$ cat src/rtl/axis_pattern_master.sv
// AXI4-Stream pattern master: emits frames of incrementing words after a
// programmable idle gap, either once per START or continuously until STOP.
module axis_pattern_master #(
    parameter int unsigned C_M_AXIS_TDATA_WIDTH = 32,
    parameter int unsigned C_M_START_COUNT      = 32,
    parameter int unsigned C_NUM_WORDS          = 8,
    parameter int unsigned C_MODE               = 0
) (
    input  logic                                M_AXIS_ACLK,
    input  logic                                M_AXIS_ARESETN,
    input  logic                                START,
    input  logic                                STOP,
    output logic                                M_AXIS_TVALID,
    output logic [C_M_AXIS_TDATA_WIDTH-1:0]     M_AXIS_TDATA,
    output logic [(C_M_AXIS_TDATA_WIDTH/8)-1:0] M_AXIS_TSTRB,
    output logic                                M_AXIS_TLAST,
    input  logic                                M_AXIS_TREADY,
    output logic                                BUSY,
    output logic                                FRAME_DONE,
    output logic [15:0]                         FRAME_CNT
);

    localparam int unsigned DW    = C_M_AXIS_TDATA_WIDTH;
    localparam int unsigned SW    = DW / 8;
    localparam int unsigned GAP_W = 8;
    localparam int unsigned IDX_W = (C_NUM_WORDS > 1) ? $clog2(C_NUM_WORDS) : 1;
    localparam int unsigned CNT_W = 16;

    localparam logic [GAP_W-1:0] GAP_LOAD   = GAP_W'(C_M_START_COUNT - 1);
    localparam logic [IDX_W-1:0] IDX_LAST   = IDX_W'(C_NUM_WORDS - 1);
    localparam bit               CONTINUOUS = (C_MODE != 0);

    typedef enum logic [1:0] {
        ST_IDLE = 2'd0,
        ST_WAIT = 2'd1,
        ST_SEND = 2'd2
    } state_t;

    state_t             state_q,      state_nxt;
    logic [GAP_W-1:0]   gap_q,        gap_nxt;
    logic [IDX_W-1:0]   beat_q,       beat_nxt;
    logic [DW-1:0]      word_q,       word_nxt;
    logic               tvalid_q,     tvalid_nxt;
    logic [DW-1:0]      tdata_q,      tdata_nxt;
    logic               tlast_q,      tlast_nxt;
    logic               busy_q,       busy_nxt;
    logic               done_q,       done_nxt;
    logic [CNT_W-1:0]   fcnt_q,       fcnt_nxt;
    logic               handshake;

    assign handshake = tvalid_q & M_AXIS_TREADY;

    // Next-state and next-output logic; every register holds unless told otherwise.
    always_comb begin
        state_nxt  = state_q;
        gap_nxt    = gap_q;
        beat_nxt   = beat_q;
        word_nxt   = word_q;
        tvalid_nxt = tvalid_q;
        tdata_nxt  = tdata_q;
        tlast_nxt  = tlast_q;
        done_nxt   = 1'b0;
        fcnt_nxt   = fcnt_q;

        case (state_q)
            ST_IDLE: begin
                if (START) begin
                    gap_nxt   = GAP_LOAD;
                    state_nxt = ST_WAIT;
                end
            end

            ST_WAIT: begin
                if (STOP) begin
                    state_nxt = ST_IDLE;
                end else if (gap_q == '0) begin
                    state_nxt  = ST_SEND;
                    tvalid_nxt = 1'b1;
                    tdata_nxt  = word_q;
                    tlast_nxt  = (beat_q == IDX_LAST);
                end else begin
                    gap_nxt = gap_q - GAP_W'(1);
                end
            end

            ST_SEND: begin
                if (handshake) begin
                    word_nxt = word_q + DW'(1);
                    if (tlast_q) begin
                        // Frame complete: close it out and decide whether another follows.
                        tvalid_nxt = 1'b0;
                        tlast_nxt  = 1'b0;
                        beat_nxt   = '0;
                        done_nxt   = 1'b1;
                        fcnt_nxt   = fcnt_q + CNT_W'(1);
                        if (!CONTINUOUS || STOP) begin
                            state_nxt = ST_IDLE;
                        end else begin
                            state_nxt = ST_WAIT;
                            gap_nxt   = GAP_LOAD;
                        end
                    end else begin
                        beat_nxt  = beat_q + IDX_W'(1);
                        tdata_nxt = word_q + DW'(1);
                        tlast_nxt = ((beat_q + IDX_W'(1)) == IDX_LAST);
                    end
                end
            end

            default: begin
                state_nxt  = ST_IDLE;
                tvalid_nxt = 1'b0;
                tlast_nxt  = 1'b0;
            end
        endcase

        busy_nxt = (state_nxt != ST_IDLE);
    end

    // State and output registers with synchronous active-low reset.
    always_ff @(posedge M_AXIS_ACLK) begin
        if (!M_AXIS_ARESETN) begin
            state_q  <= ST_IDLE;
            gap_q    <= '0;
            beat_q   <= '0;
            word_q   <= DW'(1);
            tvalid_q <= 1'b0;
            tdata_q  <= '0;
            tlast_q  <= 1'b0;
            busy_q   <= 1'b0;
            done_q   <= 1'b0;
            fcnt_q   <= '0;
        end else begin
            state_q  <= state_nxt;
            gap_q    <= gap_nxt;
            beat_q   <= beat_nxt;
            word_q   <= word_nxt;
            tvalid_q <= tvalid_nxt;
            tdata_q  <= tdata_nxt;
            tlast_q  <= tlast_nxt;
            busy_q   <= busy_nxt;
            done_q   <= done_nxt;
            fcnt_q   <= fcnt_nxt;
        end
    end

    assign M_AXIS_TVALID = tvalid_q;
    assign M_AXIS_TDATA  = tdata_q;
    assign M_AXIS_TSTRB  = {SW{1'b1}};
    assign M_AXIS_TLAST  = tlast_q;
    assign BUSY          = busy_q;
    assign FRAME_DONE    = done_q;
    assign FRAME_CNT     = fcnt_q;

endmodule

$ cat config.mk
export PLATFORM = sky130hd
export DESIGN_NAME = axis_pattern_master
export DESIGN_NICKNAME = d
export VERILOG_FILES = /design/src/rtl/axis_pattern_master.sv
export SDC_FILE = /design/constraint.sdc
export NUM_CORES = 1
export LEC_CHECK = 0
export BUFFER_PORTS_ARGS = -buffer_cell sky130_fd_sc_hd__buf_2
export CAP_MARGIN = 30
export CORE_MARGIN = 4
export CORE_UTILIZATION = 35
export DETAILED_ROUTE_END_ITERATION = 10
export PLACE_DENSITY_LB_ADDON = 0.12
export SLEW_MARGIN = 30
export SYNTH_ARGS = -nofsm -noshare
export SYNTH_HDL_FRONTEND = slang
export SYNTH_SLANG_ARGS = --single-unit
$ cat constraint.sdc
create_clock -name M_AXIS_ACLK -period 5.84 [get_ports M_AXIS_ACLK]
set_input_delay 1.168 -clock M_AXIS_ACLK [delete_from_list [all_inputs] [get_ports M_AXIS_ACLK]]
set_output_delay 1.168 -clock M_AXIS_ACLK [all_outputs]
set_load 0.1 [all_outputs]
==> impl_metrics.env <==
export IMPL_pre_cts_ws_ns=2.61
export IMPL_synthArstFlopShare_pct=0
export IMPL_mostFrequentLayoutCell="dfxtp_1"
export IMPL_clock_path_buffers=2
export IMPL_die_area_um2=15300
export IMPL_cts_resized=0
export IMPL_synth_area_leaders="dfxtp_1, xor2_1, nor2_1"
export IMPL_drt_total_wl_um=10400
export IMPL_hp_start="FRAME_CNT[1]"
export IMPL_criticalPathCategory="reg2reg"
export IMPL_synth_top_cell_area_share_pct=41.3
export IMPL_hold_violations=0
export IMPL_grt_pass1_vias=3478
export IMPL_reg2reg_slack_ns=2.75
export IMPL_synthDistinctLibCells=47
export IMPL_p_total_mw=1.73
export IMPL_ys_warnings_count=0
export IMPL_grt_pass1_wl_um=17200
export IMPL_synth_cells=547
export IMPL_slew_headroom_pct=38.3
export IMPL_whs_endpoint="FRAME_CNT[1]"
export IMPL_critPathCaptureType="register"
export IMPL_tightest_slew_ns=0.918
export IMPL_period_share_pct=52.8
export IMPL_drc=0
export IMPL_r2r_end="word_q[31]"
export IMPL_antenna_cells=0
export IMPL_leakage_nw=2.00
export IMPL_grt_max_degree=65
export IMPL_report_final_slew_viol_count=0
export IMPL_globalplace_congestion=0.760
export IMPL_fin_nets=594
export IMPL_core_area_um2=13200
export IMPL_post_drt_via_cell_ratio=4.98
export IMPL_place_area_um2=5040
export IMPL_drt_initial_drc_count=182
export IMPL_htreeDepth=3
export IMPL_layout_common_cells="dfxtp_1, nor2_1, xor2_1"
export IMPL_layout_setup_ws_ns=2.75
export IMPL_fp_dieW_um=124
export IMPL_tns_ns=0
export IMPL_setup_violations=0
export IMPL_ir_drop_uv=142
export IMPL_cts_tree="built"
export IMPL_cp_arrival_ns=3.37
export IMPL_overflow=0
export IMPL_cts_buffers=9
export IMPL_syn_area_um2=4700
export IMPL_clk_pin_slew_ns=0.07
export IMPL_post_route_util_pct=40.6
export IMPL_postCtsSetupRepairBufs=0
export IMPL_cap_violations=0
export IMPL_route_vias_total=3777
export IMPL_synth_enable_flop_cells=0
export IMPL_crit_required_ns=6.12
export IMPL_n_fill_cell=1381
export IMPL_rsz0062_at_grt="no"
export IMPL_postCtsHoldBufs=0
export IMPL_hold_path_class="reg2reg"
export IMPL_whs_ns=0.495
export IMPL_initial_core_util_pct=35.6
export IMPL_reg2reg_depth=7
export IMPL_ys_flop_type="dfxtp_1"
export IMPL_cts_sinks=97
export IMPL_io_pins=61
export IMPL_fin_worst_skew_ns=0.00763
export IMPL_cp_start_kind="register"
export IMPL_fin_crit_ns=3.09
export IMPL_dp_hpwl_um=7130
export IMPL_ys_seq_area_share_pct=41.3
export IMPL_stdcell_count=759
export IMPL_final_layout_size_suffix_gt1_share_pct=16.0
export IMPL_seqCellArea_um2=1940
export IMPL_holdPathStages=2
export IMPL_synth_seq_cells=97
export IMPL_floorplan_die_height_um=124
export IMPL_multi_input_area_um2=2550
export IMPL_area_growth_pct=13.8
export IMPL_final_antenna_net_count=0
export IMPL_portBuffers=56
export IMPL_yosysTopAreaCell="dfxtp_1"
export IMPL_status="finished, final reports clean"
export IMPL_clock_latency_ns=0.35
export IMPL_avgRoutedWirePerCell_um=13.7
export IMPL_dp_cells=743
export IMPL_fmax_mhz=324
export IMPL_core_rowCount=42
export IMPL_grt_usage_pct=14.2
export IMPL_syn_avg_cell_area_um2=8.59
export IMPL_reg2reg_from="state_q[0]"
export IMPL_antenna_found_initial=0
export IMPL_cts_root_buffer="clkbuf_16"
export IMPL_power_density_nw_per_um2=322
export IMPL_drt_pass1_iterations=7
export IMPL_design_area_um2=5350
export IMPL_crit_fanout=18
## worst max-delay path, cell delays in order (launching register included)
cell and delay [ns]:
dfxtp_1 0.34, inv_1 0.09, ha_1 0.60, nand3_2 0.49
nor3_2 0.68, nand4_1 0.28, or3_1 0.41, a21oi_1 0.14
## Yosys cell counts, types with 2 or more instances
| master | instances |
|---|---|
| a211oi_2 | 9 |
| and4_1 | 5 |
| nand3b_1 | 2 |
| or3_1 | 3 |
| xnor2_1 | 19 |
| nor2_1 | 75 |
| buf_2 | 8 |
| o21ai_0 | 23 |
| nor3_1 | 13 |
| buf_1 | 2 |
| mux2i_1 | 3 |
| ha_1 | 11 |
| nor4_1 | 4 |
| nand2_1 | 30 |
| xor2_1 | 60 |
| dfxtp_1 | 97 |
| or4_1 | 2 |
| o21a_1 | 2 |
| inv_1 | 9 |
| clkbuf_1 | 21 |
| and3_1 | 9 |
| nand4_1 | 33 |
| a21oi_1 | 34 |
| a211oi_1 | 7 |
| buf_4 | 8 |
| nor2b_1 | 3 |
| nor4_2 | 3 |
| and2_1 | 5 |
| nand3_1 | 29 |
## layer usage
layer | vias to the layer above | track usage [%] | wire length (µm)
li1 | 1947 | - | -
met1 | 1746 | 18.6 | 5000
met2 | 73 | 22.0 | 4680
met3 | 11 | 4.86 | 578
met4 | 0 | 4.79 | 173
met5 | - | 0 | 0
## power breakdown
| group | switching, mW | total, mW | internal, mW | leakage, nW |
|---|---|---|---|---|
| combinational | 0.332 | 0.400 | 0.0680 | 1.08 |
| sequential | 0.0218 | 0.722 | 0.700 | 0.788 |
| clock | 0.268 | 0.603 | 0.335 | 0.138 |
## sequential cells by signal, summed over array words and instances, names as in the netlist
| name | flops |
|---|---|
| M_AXIS_TDATA | 32 |
| word_q | 32 |
| FRAME_CNT | 16 |
| gap_q | 8 |
| beat_q | 3 |
| state_q | 2 |
| BUSY | 1 |
| FRAME_DONE | 1 |
| M_AXIS_TLAST | 1 |
| M_AXIS_TVALID | 1 |
## cells by family after synthesis
kind of cell    count (synthesis)  share of synthesized area, %
xor+xnor                       79                          14.7
buf+inv                        51                          5.11
other cells                     1                        0.0798
fa+ha+maj                      11                          2.93
mux                             3                         0.639
compound gates                 82                          11.1
simple gates                  223                          24.1
flops                          97                          41.3
## layout make-up
cell class                 instances  area share, %
inverter                          10          0.748
sequential                        97           36.3
clock inverter                     7           1.47
tap                              176           4.12
timing repair buffer              58           5.52
clock buffer                       9           4.21
multi-input combinational        402           47.6
## worst max path at each step
stage | start | end | slack (ns) | depth (start not counted)
3_3_place_gp | M_AXIS_TREADY | word_q[31] | 2.66 | 6
4_1_cts | state_q[0] | word_q[31] | 2.75 | 7
6_report | state_q[0] | word_q[31] | 2.75 | 7
5_1_grt | state_q[0] | word_q[31] | 2.47 | 7
3_5_place_dp | M_AXIS_TREADY | word_q[31] | 2.61 | 6
2_1_floorplan | M_AXIS_TVALID | word_q[31] | 3.27 | 6
Power figures use the tool's default switching activity.
